--- src/rtl/paillier_axi_lite_regs_if.sv ---
// ---------------------------------------------------------------------------
// paillier_axi_lite_regs_if
// AXI4-Lite bus bundle between the host/stimulus master and the Paillier
// control/status register block.
//
// Parameters
//   ADDR_W  byte address width (AW/AR channels)
//   DATA_W  data width (W/R channels); strobe width is DATA_W/8
//
// Signals (master view)
//   aw*     write address channel: awaddr, awprot, awvalid -> / <- awready
//   w*      write data channel:    wdata, wstrb, wvalid     -> / <- wready
//   b*      write response:        <- bresp, bvalid / bready ->
//   ar*     read address channel:  araddr, arprot, arvalid  -> / <- arready
//   r*      read data channel:     <- rdata, rresp, rvalid  / rready ->
//
// Modports: master (drives requests), slave (drives responses).
// ---------------------------------------------------------------------------
interface paillier_axi_lite_regs_if #(
  parameter int ADDR_W = 4,
  parameter int DATA_W = 32
);
  logic [ADDR_W-1:0]   awaddr;
  logic [2:0]          awprot;
  logic                awvalid;
  logic                awready;
  logic [DATA_W-1:0]   wdata;
  logic [DATA_W/8-1:0] wstrb;
  logic                wvalid;
  logic                wready;
  logic [1:0]          bresp;
  logic                bvalid;
  logic                bready;
  logic [ADDR_W-1:0]   araddr;
  logic [2:0]          arprot;
  logic                arvalid;
  logic                arready;
  logic [DATA_W-1:0]   rdata;
  logic [1:0]          rresp;
  logic                rvalid;
  logic                rready;

  modport master (
    output awaddr, awprot, awvalid,
    input  awready,
    output wdata, wstrb, wvalid,
    input  wready,
    input  bresp, bvalid,
    output bready,
    output araddr, arprot, arvalid,
    input  arready,
    input  rdata, rresp, rvalid,
    output rready
  );

  modport slave (
    input  awaddr, awprot, awvalid,
    output awready,
    input  wdata, wstrb, wvalid,
    output wready,
    output bresp, bvalid,
    input  bready,
    input  araddr, arprot, arvalid,
    output arready,
    output rdata, rresp, rvalid,
    input  rready
  );
endinterface

--- src/rtl/paillier_axi_lite_regs.sv ---
// ---------------------------------------------------------------------------
// paillier_axi_lite_regs
// AXI4-Lite control/status register file for the Paillier accelerator.
// Holds the DMA source/destination addresses, issues a one-cycle start
// pulse to the core and keeps a sticky, interrupt-capable DONE flag.
//
// Register map (addr[3:2], addr[1:0] ignored, unused bits read 0)
//   0x0 CTRL     bit0 START (write-1 pulse, reads 0), bit1 IRQ_EN (RW)
//   0x4 STATUS   bit0 BUSY (RO, live core_busy_i), bit1 DONE (W1C, sticky)
//   0x8 SRC_ADDR RW, byte strobes honoured
//   0xC DST_ADDR RW, byte strobes honoured
//
// Ports
//   S_AXI_ACLK     clock
//   S_AXI_ARESETN  asynchronous active-low reset
//   s_axi          AXI4-Lite slave bundle
//   core_busy_i    core running
//   core_done_i    one-cycle done pulse from core
//   start_o        one-cycle start pulse to core
//   src_addr_o     SRC_ADDR register
//   dst_addr_o     DST_ADDR register
//   irq_o          level interrupt, DONE & IRQ_EN
//
// Write FSM                         Read FSM
//   state  | meaning                  state  | meaning
//   W_IDLE | waiting for AW and W     R_IDLE | waiting for AR
//   W_ACK  | AWREADY/WREADY high,     R_ADDR | ARREADY high, RDATA
//          | registers updated        |        latched at end of cycle
//   W_RESP | BVALID held until BREADY R_DATA | RVALID held until RREADY
// ---------------------------------------------------------------------------
module paillier_axi_lite_regs #(
  parameter int                            C_S_AXI_DATA_WIDTH = 32,
  parameter int                            C_S_AXI_ADDR_WIDTH = 4,
  parameter logic [C_S_AXI_DATA_WIDTH-1:0] C_SRC_ADDR_RESET   = 32'h1000_0000,
  parameter logic [C_S_AXI_DATA_WIDTH-1:0] C_DST_ADDR_RESET   = 32'h1000_1000
) (
  input  logic                          S_AXI_ACLK,
  input  logic                          S_AXI_ARESETN,
  paillier_axi_lite_regs_if.slave       s_axi,
  input  logic                          core_busy_i,
  input  logic                          core_done_i,
  output logic                          start_o,
  output logic [C_S_AXI_DATA_WIDTH-1:0] src_addr_o,
  output logic [C_S_AXI_DATA_WIDTH-1:0] dst_addr_o,
  output logic                          irq_o
);

  localparam int DW = C_S_AXI_DATA_WIDTH;
  localparam int NB = DW / 8;

  localparam logic [1:0] REG_CTRL   = 2'd0;
  localparam logic [1:0] REG_STATUS = 2'd1;
  localparam logic [1:0] REG_SRC    = 2'd2;
  localparam logic [1:0] REG_DST    = 2'd3;

  localparam logic [1:0] RESP_OKAY   = 2'b00;
  localparam logic [1:0] RESP_SLVERR = 2'b10;

  typedef enum logic [1:0] {W_IDLE, W_ACK, W_RESP} w_state_t;
  typedef enum logic [1:0] {R_IDLE, R_ADDR, R_DATA} r_state_t;

  w_state_t w_state, w_next;
  r_state_t r_state, r_next;

  logic          awready, wready, bvalid;
  logic          arready, rvalid;
  logic [1:0]    bresp_q;
  logic [DW-1:0] rdata_q;
  logic [DW-1:0] rd_mux;

  logic          irq_en_q;
  logic          done_q;
  logic          start_q;
  logic [DW-1:0] src_q;
  logic [DW-1:0] dst_q;

  logic          wr_fire;
  logic [1:0]    wr_sel;
  logic [1:0]    rd_sel;
  logic          done_clr;

  // --------------------------------------------------------------------------
  // Write channel FSM
  // --------------------------------------------------------------------------
  always_ff @(posedge S_AXI_ACLK or negedge S_AXI_ARESETN) begin
    if (!S_AXI_ARESETN) begin
      w_state <= W_IDLE;
    end else begin
      w_state <= w_next;
    end
  end

  always_comb begin
    w_next  = w_state;
    awready = 1'b0;
    wready  = 1'b0;
    bvalid  = 1'b0;
    case (w_state)
      // Both channels must be present together; a lone AW or W just waits.
      W_IDLE: begin
        if (s_axi.awvalid && s_axi.wvalid) w_next = W_ACK;
      end
      W_ACK: begin
        awready = 1'b1;
        wready  = 1'b1;
        w_next  = W_RESP;
      end
      W_RESP: begin
        bvalid = 1'b1;
        if (s_axi.bready) w_next = W_IDLE;
      end
      default: w_next = W_IDLE;
    endcase
  end

  // --------------------------------------------------------------------------
  // Read channel FSM
  // --------------------------------------------------------------------------
  always_ff @(posedge S_AXI_ACLK or negedge S_AXI_ARESETN) begin
    if (!S_AXI_ARESETN) begin
      r_state <= R_IDLE;
    end else begin
      r_state <= r_next;
    end
  end

  always_comb begin
    r_next  = r_state;
    arready = 1'b0;
    rvalid  = 1'b0;
    case (r_state)
      R_IDLE: begin
        if (s_axi.arvalid) r_next = R_ADDR;
      end
      R_ADDR: begin
        arready = 1'b1;
        r_next  = R_DATA;
      end
      R_DATA: begin
        rvalid = 1'b1;
        if (s_axi.rready) r_next = R_IDLE;
      end
      default: r_next = R_IDLE;
    endcase
  end

  // --------------------------------------------------------------------------
  // Register updates
  // --------------------------------------------------------------------------
  // The master holds AW/W valid until the ready cycle, so W_ACK alone marks
  // the handshake edge.
  assign wr_fire  = (w_state == W_ACK);
  assign wr_sel   = s_axi.awaddr[3:2];
  assign done_clr = wr_fire && (wr_sel == REG_STATUS) && s_axi.wstrb[0] && s_axi.wdata[1];

  always_ff @(posedge S_AXI_ACLK or negedge S_AXI_ARESETN) begin
    if (!S_AXI_ARESETN) begin
      irq_en_q <= 1'b0;
      start_q  <= 1'b0;
      src_q    <= C_SRC_ADDR_RESET;
      dst_q    <= C_DST_ADDR_RESET;
      bresp_q  <= RESP_OKAY;
    end else begin
      start_q <= 1'b0;
      if (wr_fire) begin
        bresp_q <= RESP_OKAY;
        case (wr_sel)
          REG_CTRL: begin
            if (s_axi.wstrb[0]) begin
              irq_en_q <= s_axi.wdata[1];
              // START while busy is refused and reported, IRQ_EN still lands.
              if (s_axi.wdata[0]) begin
                if (core_busy_i) bresp_q <= RESP_SLVERR;
                else             start_q <= 1'b1;
              end
            end
          end
          REG_SRC: begin
            for (int b = 0; b < NB; b++) begin
              if (s_axi.wstrb[b]) src_q[8*b +: 8] <= s_axi.wdata[8*b +: 8];
            end
          end
          REG_DST: begin
            for (int b = 0; b < NB; b++) begin
              if (s_axi.wstrb[b]) dst_q[8*b +: 8] <= s_axi.wdata[8*b +: 8];
            end
          end
          default: ;
        endcase
      end
    end
  end

  // A done pulse coinciding with a W1C clear leaves DONE set.
  always_ff @(posedge S_AXI_ACLK or negedge S_AXI_ARESETN) begin
    if (!S_AXI_ARESETN) begin
      done_q <= 1'b0;
    end else if (core_done_i) begin
      done_q <= 1'b1;
    end else if (done_clr) begin
      done_q <= 1'b0;
    end
  end

  // --------------------------------------------------------------------------
  // Read data path
  // --------------------------------------------------------------------------
  assign rd_sel = s_axi.araddr[3:2];

  always_comb begin
    rd_mux = '0;
    case (rd_sel)
      REG_CTRL:   rd_mux = {{(DW-2){1'b0}}, irq_en_q, 1'b0};
      REG_STATUS: rd_mux = {{(DW-2){1'b0}}, done_q, core_busy_i};
      REG_SRC:    rd_mux = src_q;
      REG_DST:    rd_mux = dst_q;
      default:    rd_mux = '0;
    endcase
  end

  // Captured from pre-update register values, so a STATUS read on the same
  // edge as a DONE clear still returns DONE = 1.
  always_ff @(posedge S_AXI_ACLK or negedge S_AXI_ARESETN) begin
    if (!S_AXI_ARESETN) begin
      rdata_q <= '0;
    end else if (r_state == R_ADDR) begin
      rdata_q <= rd_mux;
    end
  end

  // --------------------------------------------------------------------------
  // Outputs
  // --------------------------------------------------------------------------
  assign s_axi.awready = awready;
  assign s_axi.wready  = wready;
  assign s_axi.bvalid  = bvalid;
  assign s_axi.bresp   = bresp_q;
  assign s_axi.arready = arready;
  assign s_axi.rvalid  = rvalid;
  assign s_axi.rdata   = rdata_q;
  assign s_axi.rresp   = RESP_OKAY;

  assign start_o    = start_q;
  assign src_addr_o = src_q;
  assign dst_addr_o = dst_q;
  assign irq_o      = done_q & irq_en_q;

  // Protection bits and the byte offset within a word carry no meaning here.
  logic unused_ok;
  assign unused_ok = ^{s_axi.awprot, s_axi.arprot, s_axi.awaddr[1:0], s_axi.araddr[1:0]};

endmodule

--- src/flat_wrapper.sv ---
// flat-port wrapper written by rule: the top's interface ports become plain ports
module paillier_axi_lite_regs_flat 
#(
  parameter int                            C_S_AXI_DATA_WIDTH = 32,
  parameter int                            C_S_AXI_ADDR_WIDTH = 4,
  parameter logic [C_S_AXI_DATA_WIDTH-1:0] C_SRC_ADDR_RESET   = 32'h1000_0000,
  parameter logic [C_S_AXI_DATA_WIDTH-1:0] C_DST_ADDR_RESET   = 32'h1000_1000
)
  (S_AXI_ACLK, S_AXI_ARESETN, core_busy_i, core_done_i, start_o, src_addr_o, dst_addr_o, irq_o, s_axi_awaddr, s_axi_awprot, s_axi_awvalid, s_axi_awready, s_axi_wdata, s_axi_wstrb, s_axi_wvalid, s_axi_wready, s_axi_bresp, s_axi_bvalid, s_axi_bready, s_axi_araddr, s_axi_arprot, s_axi_arvalid, s_axi_arready, s_axi_rdata, s_axi_rresp, s_axi_rvalid, s_axi_rready);
  paillier_axi_lite_regs_if #(.ADDR_W(4), .DATA_W(32)) s_axi_i ();
  input  logic S_AXI_ACLK;
  input  logic S_AXI_ARESETN;
  input  logic core_busy_i;
  input  logic core_done_i;
  output logic start_o;
  output logic [C_S_AXI_DATA_WIDTH-1:0] src_addr_o;
  output logic [C_S_AXI_DATA_WIDTH-1:0] dst_addr_o;
  output logic irq_o;
  input wire logic [$bits(s_axi_i.awaddr)-1:0] s_axi_awaddr;
  input wire logic [$bits(s_axi_i.awprot)-1:0] s_axi_awprot;
  input wire logic [$bits(s_axi_i.awvalid)-1:0] s_axi_awvalid;
  output wire logic [$bits(s_axi_i.awready)-1:0] s_axi_awready;
  input wire logic [$bits(s_axi_i.wdata)-1:0] s_axi_wdata;
  input wire logic [$bits(s_axi_i.wstrb)-1:0] s_axi_wstrb;
  input wire logic [$bits(s_axi_i.wvalid)-1:0] s_axi_wvalid;
  output wire logic [$bits(s_axi_i.wready)-1:0] s_axi_wready;
  output wire logic [$bits(s_axi_i.bresp)-1:0] s_axi_bresp;
  output wire logic [$bits(s_axi_i.bvalid)-1:0] s_axi_bvalid;
  input wire logic [$bits(s_axi_i.bready)-1:0] s_axi_bready;
  input wire logic [$bits(s_axi_i.araddr)-1:0] s_axi_araddr;
  input wire logic [$bits(s_axi_i.arprot)-1:0] s_axi_arprot;
  input wire logic [$bits(s_axi_i.arvalid)-1:0] s_axi_arvalid;
  output wire logic [$bits(s_axi_i.arready)-1:0] s_axi_arready;
  output wire logic [$bits(s_axi_i.rdata)-1:0] s_axi_rdata;
  output wire logic [$bits(s_axi_i.rresp)-1:0] s_axi_rresp;
  output wire logic [$bits(s_axi_i.rvalid)-1:0] s_axi_rvalid;
  input wire logic [$bits(s_axi_i.rready)-1:0] s_axi_rready;
  assign s_axi_i.awaddr = s_axi_awaddr;
  assign s_axi_i.awprot = s_axi_awprot;
  assign s_axi_i.awvalid = s_axi_awvalid;
  assign s_axi_awready = s_axi_i.awready;
  assign s_axi_i.wdata = s_axi_wdata;
  assign s_axi_i.wstrb = s_axi_wstrb;
  assign s_axi_i.wvalid = s_axi_wvalid;
  assign s_axi_wready = s_axi_i.wready;
  assign s_axi_bresp = s_axi_i.bresp;
  assign s_axi_bvalid = s_axi_i.bvalid;
  assign s_axi_i.bready = s_axi_bready;
  assign s_axi_i.araddr = s_axi_araddr;
  assign s_axi_i.arprot = s_axi_arprot;
  assign s_axi_i.arvalid = s_axi_arvalid;
  assign s_axi_arready = s_axi_i.arready;
  assign s_axi_rdata = s_axi_i.rdata;
  assign s_axi_rresp = s_axi_i.rresp;
  assign s_axi_rvalid = s_axi_i.rvalid;
  assign s_axi_i.rready = s_axi_rready;
  paillier_axi_lite_regs #(.C_S_AXI_DATA_WIDTH(C_S_AXI_DATA_WIDTH), .C_S_AXI_ADDR_WIDTH(C_S_AXI_ADDR_WIDTH), .C_SRC_ADDR_RESET(C_SRC_ADDR_RESET), .C_DST_ADDR_RESET(C_DST_ADDR_RESET)) u_core (.S_AXI_ACLK(S_AXI_ACLK), .S_AXI_ARESETN(S_AXI_ARESETN), .s_axi(s_axi_i), .core_busy_i(core_busy_i), .core_done_i(core_done_i), .start_o(start_o), .src_addr_o(src_addr_o), .dst_addr_o(dst_addr_o), .irq_o(irq_o));
endmodule
--- config.mk ---
export PLATFORM = sky130hd
export DESIGN_NAME = paillier_axi_lite_regs_flat
export DESIGN_NICKNAME = d
export VERILOG_FILES = /design/src/rtl/paillier_axi_lite_regs_if.sv /design/src/rtl/paillier_axi_lite_regs.sv /design/src/flat_wrapper.sv
export SDC_FILE = /design/constraint.sdc
export NUM_CORES = 1
export LEC_CHECK = 0
export ABC_CLOCK_PERIOD_IN_PS = 2800
export CAP_MARGIN = 30
export CORE_ASPECT_RATIO = 1.4
export CORE_MARGIN = 2
export CORE_UTILIZATION = 47
export DETAILED_ROUTE_END_ITERATION = 8
export PLACE_DENSITY_LB_ADDON = 0.12
export RECOVER_POWER = 100
export SETUP_SLACK_MARGIN = 0.15
export SLEW_MARGIN = 20
export SYNTH_ARGS = -nofsm -noshare
export SYNTH_HDL_FRONTEND = slang
export SYNTH_SLANG_ARGS = --single-unit
--- constraint.sdc ---
create_clock -name S_AXI_ACLK -period 2.8 [get_ports S_AXI_ACLK]
set_input_delay 0.42 -clock S_AXI_ACLK [delete_from_list [all_inputs] [get_ports S_AXI_ACLK]]
set_output_delay 0.42 -clock S_AXI_ACLK [all_outputs]
set_load 0.02 [all_outputs]
-- Word level (Yosys, flattened, before mapping)
Index checks and enable logic that the tools add are counted.
Widths: inputs -> output; s select.
- input bits: 59
- RAM bits: 0
- flip-flop bits (word level): 105
- word-level logic and storage cells: 72
- memories: 0
- output and inout bits: 107
- ROM bits: 0
- latch bits: 0
- shifts and indexed selects: 0
- muxes and demuxes: 22
- multiply operators: 0
- reductions and logical operators: 20
- order comparisons: 0
- $add $sub $neg: 0
- bitwise gates (word level): 1
- eq/ne operators: 14
- div/mod/pow operators: 0
- operators by type and width (cell ; number):
    $pmux 32 s4 ; 1
    $reduce_and 3->1 ; 9
    $mux 2 ; 8
    $eq 2x2->1 const B ; 6
    $pmux 2 s3 ; 2
    $mux 1 ; 11
    $eq 2x1->1 const B ; 4
    $logic_not 2->1 ; 4
    $ne 2x2->1 const B ; 3
    $logic_and 1x1->1 ; 4
    $reduce_and 2->1 ; 2
    $ne 2x1->1 const B ; 1
    $reduce_bool 2->1 ; 1
    $and 1x1->1 ; 1

-- Logic depth before layout (Yosys ltp)
- depth in word-level cells: 6
- depth in mapped cells: 6
- gate-level depth less buffers: 4

-- Worst setup path after synthesis
OpenSTA, ideal clock, no wires.
- path type: reg2out
- from: register u_core.w_state[0]
- to: output s_axi_wready
- data arrival time: 999 ps
- buffers on the path: 1
- cell stages (with the launch flop): 4
- path slack: 1381 ps
- data required time: 2380 ps
- path through: dfrtp_1 or2b_1 inv_1 buf_4
- word-level cells in the longest chain between the ends: 2
- ends and longest elaborated chain (item ; RTL line ; RTL):
    start, declared ; paillier_axi_lite_regs.sv:62 ; w_state_t w_state, w_next;
    start signal, assigned ; paillier_axi_lite_regs.sv:89 ; w_state <= w_next;
    $eq 2x1->1 ; n/a ;
    $mux 1 ; n/a ;
    end, declared ; flat_wrapper.sv:26 ; output wire logic [$bits(s_axi_i.wready)-1:0] s_axi_wready;
No other way between the ends.

-- Worst setup path after layout
- from: input s_axi_awaddr[2]
- to: register u_core.src_q[4], in the netlist u_core.src_addr_o[4]
- word-level cells in the longest chain between the ends: 2
- ends and longest elaborated chain (item ; RTL line ; RTL):
    start, declared ; flat_wrapper.sv:19 ; input wire logic [$bits(s_axi_i.awaddr)-1:0] s_axi_awaddr;
    $eq 2x2->1 ; paillier_axi_lite_regs.sv:167 ; case (wr_sel)
    $reduce_and 3->1 (no line) ; n/a ;
    end signal, assigned by index ; paillier_axi_lite_regs.sv:180 ; if (s_axi.wstrb[b]) src_q[8*b +: 8] <= s_axi.wdata[8*b +: 8];
    end, declared ; paillier_axi_lite_regs.sv:74 ; logic [DW-1:0] src_q;
No other way between the ends.
A chain may end at the register's enable or synchronous reset.

==> impl_metrics.env <==
export IMPL_fin_tns_setup_ns=0
export IMPL_root_buffer="clkbuf_16"
export IMPL_maxSlewHeadroom_pct=-49.0
export IMPL_floorplan_initialDensity_pct=47.9
export IMPL_grt_max_degree=64
export IMPL_routedWlPerCell_um=17.1
export IMPL_critPathLaunchType="input pin"
export IMPL_slew_viol_final=75
export IMPL_r2r_cells=3
export IMPL_synth_top_area_cell="dfrtp_1"
export IMPL_path_clk_slew_ns=0.07
export IMPL_die_area_um2=9890
export IMPL_syn_inst=317
export IMPL_hp_start="u_core.r_state[1]"
export IMPL_synth_top_area_share_pct=59.1
export IMPL_power_leakage_nw=2.99
export IMPL_reg2reg_from="u_core.w_state[1]"
export IMPL_cts_tree="done"
export IMPL_grt_pass1_wl_mm=15.2
export IMPL_slowest_delay_ns=1.18
export IMPL_vias=3014
export IMPL_dpl_hpwl_mm=7.15
export IMPL_setup_viol=0
export IMPL_ys_warnings_count=0
export IMPL_die_x_um=84.6
export IMPL_track_usage_pct=20.0
export IMPL_drt_iter0_drc=100
export IMPL_nets=530
export IMPL_status="complete, but fails checks"
export IMPL_path_cells="dlygate4sd3_1 -> nor3b_1 -> mux2_2"
export IMPL_powerDensity_nw_per_um2=942
export IMPL_cp_required_ns=3.02
export IMPL_maxCapViolCount=2
export IMPL_nFillCells=709
export IMPL_cts_buffers=9
export IMPL_cts_hold_buffers=0
export IMPL_hold_ws_ns=0.450
export IMPL_antenna_found_initial=0
export IMPL_post_cts_resized=0
export IMPL_overflow=0
export IMPL_place_congestion=0.776
export IMPL_crit_type="input pin to flop"
export IMPL_numPortBuffers=152
export IMPL_end_kind="flop"
export IMPL_hold_path_depth=1
export IMPL_core_area_um2=8930
export IMPL_synth_area_leaders="dfrtp_1 (59%), mux2_2 (17%), mux2i_1 (7.0%)"
export IMPL_netlist_area_um2=4280
export IMPL_ir_worst_vdd_mv=0.576
export IMPL_drive_above_1_share_pct=18.9
export IMPL_antenna_cells=0
export IMPL_ios=166
export IMPL_grt_pass1_vias=3054
export IMPL_rsz0062_at_grt="false"
export IMPL_drtAntennaViolNets=0
export IMPL_syn2layout_area_growth_pct=43.4
export IMPL_clock_skew_ns=0.00731
export IMPL_final_period_utilization_pct=86.8
export IMPL_clk_latency_ns=0.34
export IMPL_max_freq_mhz=411
export IMPL_drc=0
export IMPL_cp_max_fo=8
export IMPL_tightest_slew_ns=2.23
export IMPL_crit_slowest_cell="nor3b_1"
export IMPL_dp_slack_ns=0.717
export IMPL_synth_area_per_cell_um2=13.5
export IMPL_hold_violations=0
export IMPL_cp_arrival_ns=2.65
export IMPL_firstDrtPassIters=4
export IMPL_clock_sinks=104
export IMPL_timing_rr_end="u_core.src_addr_o[4]"
export IMPL_layout_commonest_cell="dlygate4sd3_1"
export IMPL_hold_path_end="u_core.r_state[0]"
export IMPL_rows=41
export IMPL_synth_seq_cells=104
export IMPL_die_h_um=117
export IMPL_period_needed_ns=2.43
export IMPL_regToRegSetupSlack_ns=0.49
export IMPL_worstHoldPathType="flop to flop"
export IMPL_final_seq_area_um2=2610
export IMPL_clockBufferDepth=2
export IMPL_htreeDepth=3
export IMPL_multi_input_area_um2=1560
export IMPL_layout_common_cells="dlygate4sd3_1 (108), dfrtp_1 (101), mux2_2 (65)"
export IMPL_ys_seq_area_share_pct=60.9
export IMPL_viasPerCell=5.17
export IMPL_routed_wl_mm=9.96
export IMPL_yosysUniqueCellTypes=32
export IMPL_failed_checks="max-capacitance violations, max-slew violations"
export IMPL_final_setup_worst_slack_ns=0.369
export IMPL_cts_setup_buffers=0
==> state kept, by name, indices dropped and copies added (netlist names) <==
signal              flops
u_core.start_o          1
u_core.done_q           1
u_core.irq_en_q         1
u_core.dst_addr_o      32
u_core.r_state          2
u_core.w_state          2
u_core.s_axi.rdata     32
u_core.s_axi.bresp      1
u_core.src_addr_o      32
==> power by group <==
part / switching (W) / internal (W)
Clock: 0.000517 / 0.000626
Combinational: 0.00124 / 0.00107
Sequential: 0.000310 / 0.00202
==> synth_stat cells <==
cell and number:
a31oi_1 1, a32o_1 1, and2_1 1, and3b_1 1, and4b_2 1, and4bb_2 1
buf_2 5, buf_4 4, clkbuf_1 6, conb_1 1, dfrtp_1 101, dfstp_2 3
inv_1 3, inv_2 1, mux2_1 1, mux2_2 65, mux2i_1 30, mux4_2 1
nand2_1 38, nand2_2 6, nand2b_1 4, nand3b_1 1, nand3b_4 1, nor2_1 1
nor2_2 1, nor3_1 2, nor3b_1 1, nor3b_4 1, o21ai_0 29, o21ai_1 3
o31ai_1 1, or2b_1 1
==> layer usage <==
layer,vias to the layer above,routed length (um),global-route usage (%)
met1,1487,3900,22.8
met2,110,5240,36.1
met4,0,155,6.67
met5,-,0,0
li1,1405,-,-
met3,12,659,5.89
==> cells by family (layout without fill, tap and decap cells) <==
group,count (synthesis),in the layout,share of synthesized area (%)
flops,104,104,60.9
mux,97,97,24.9
simple gates,61,61,7.60
compound gates,35,35,4.30
buf+inv,19,176,2.16
other cells,1,3,0.0877
==> through the flow <==
stage	cells	util [%]	instance area, um2	power (W)
floorplan	319	-	4290	0.00356
global placement	567	66.1	5900	0.00484
detailed placement	567	66.1	5900	0.00491
CTS	583	69.1	6170	0.00607
global route	583	68.7	6130	0.00610
finish	583	68.7	6130	0.00578
==> worst max-delay path: cells and delay by family <==
| family | cells | cell delay [ns] |
|---|---|---|
| and+or+nand+nor | 1 | 1.18 |
| buffers and inverters | 1 | 0.61 |
| muxes | 1 | 0.43 |
==> final cells by class <==
class,count,area share [%]
Timing Repair Buffer,156,25.2
Tap cell,107,2.18
Clock buffer,11,3.96
Inverter,4,0.245
Clock inverter,5,0.510
Sequential cell,104,42.5
Multi-Input combinational cell,196,25.4
==> how the worst max path moves through the flow <==
stage	start	to	slack [ns]	depth (start not counted)
after global routing	s_axi_awaddr[2]	u_core.src_addr_o[5]	0.31	3
after CTS	u_core.w_state[0]	s_axi_awready	0.63	3
after detailed placement	s_axi_awaddr[2]	u_core.dst_addr_o[1]	0.72	4
after floorplan	u_core.w_state[0]	s_axi_wready	1.38	3
after global placement	s_axi_wstrb[0]	u_core.src_addr_o[3]	0.74	4
final	s_axi_awaddr[2]	u_core.src_addr_o[4]	0.37	3
Note: power is estimated with default switching activity, not from simulation.
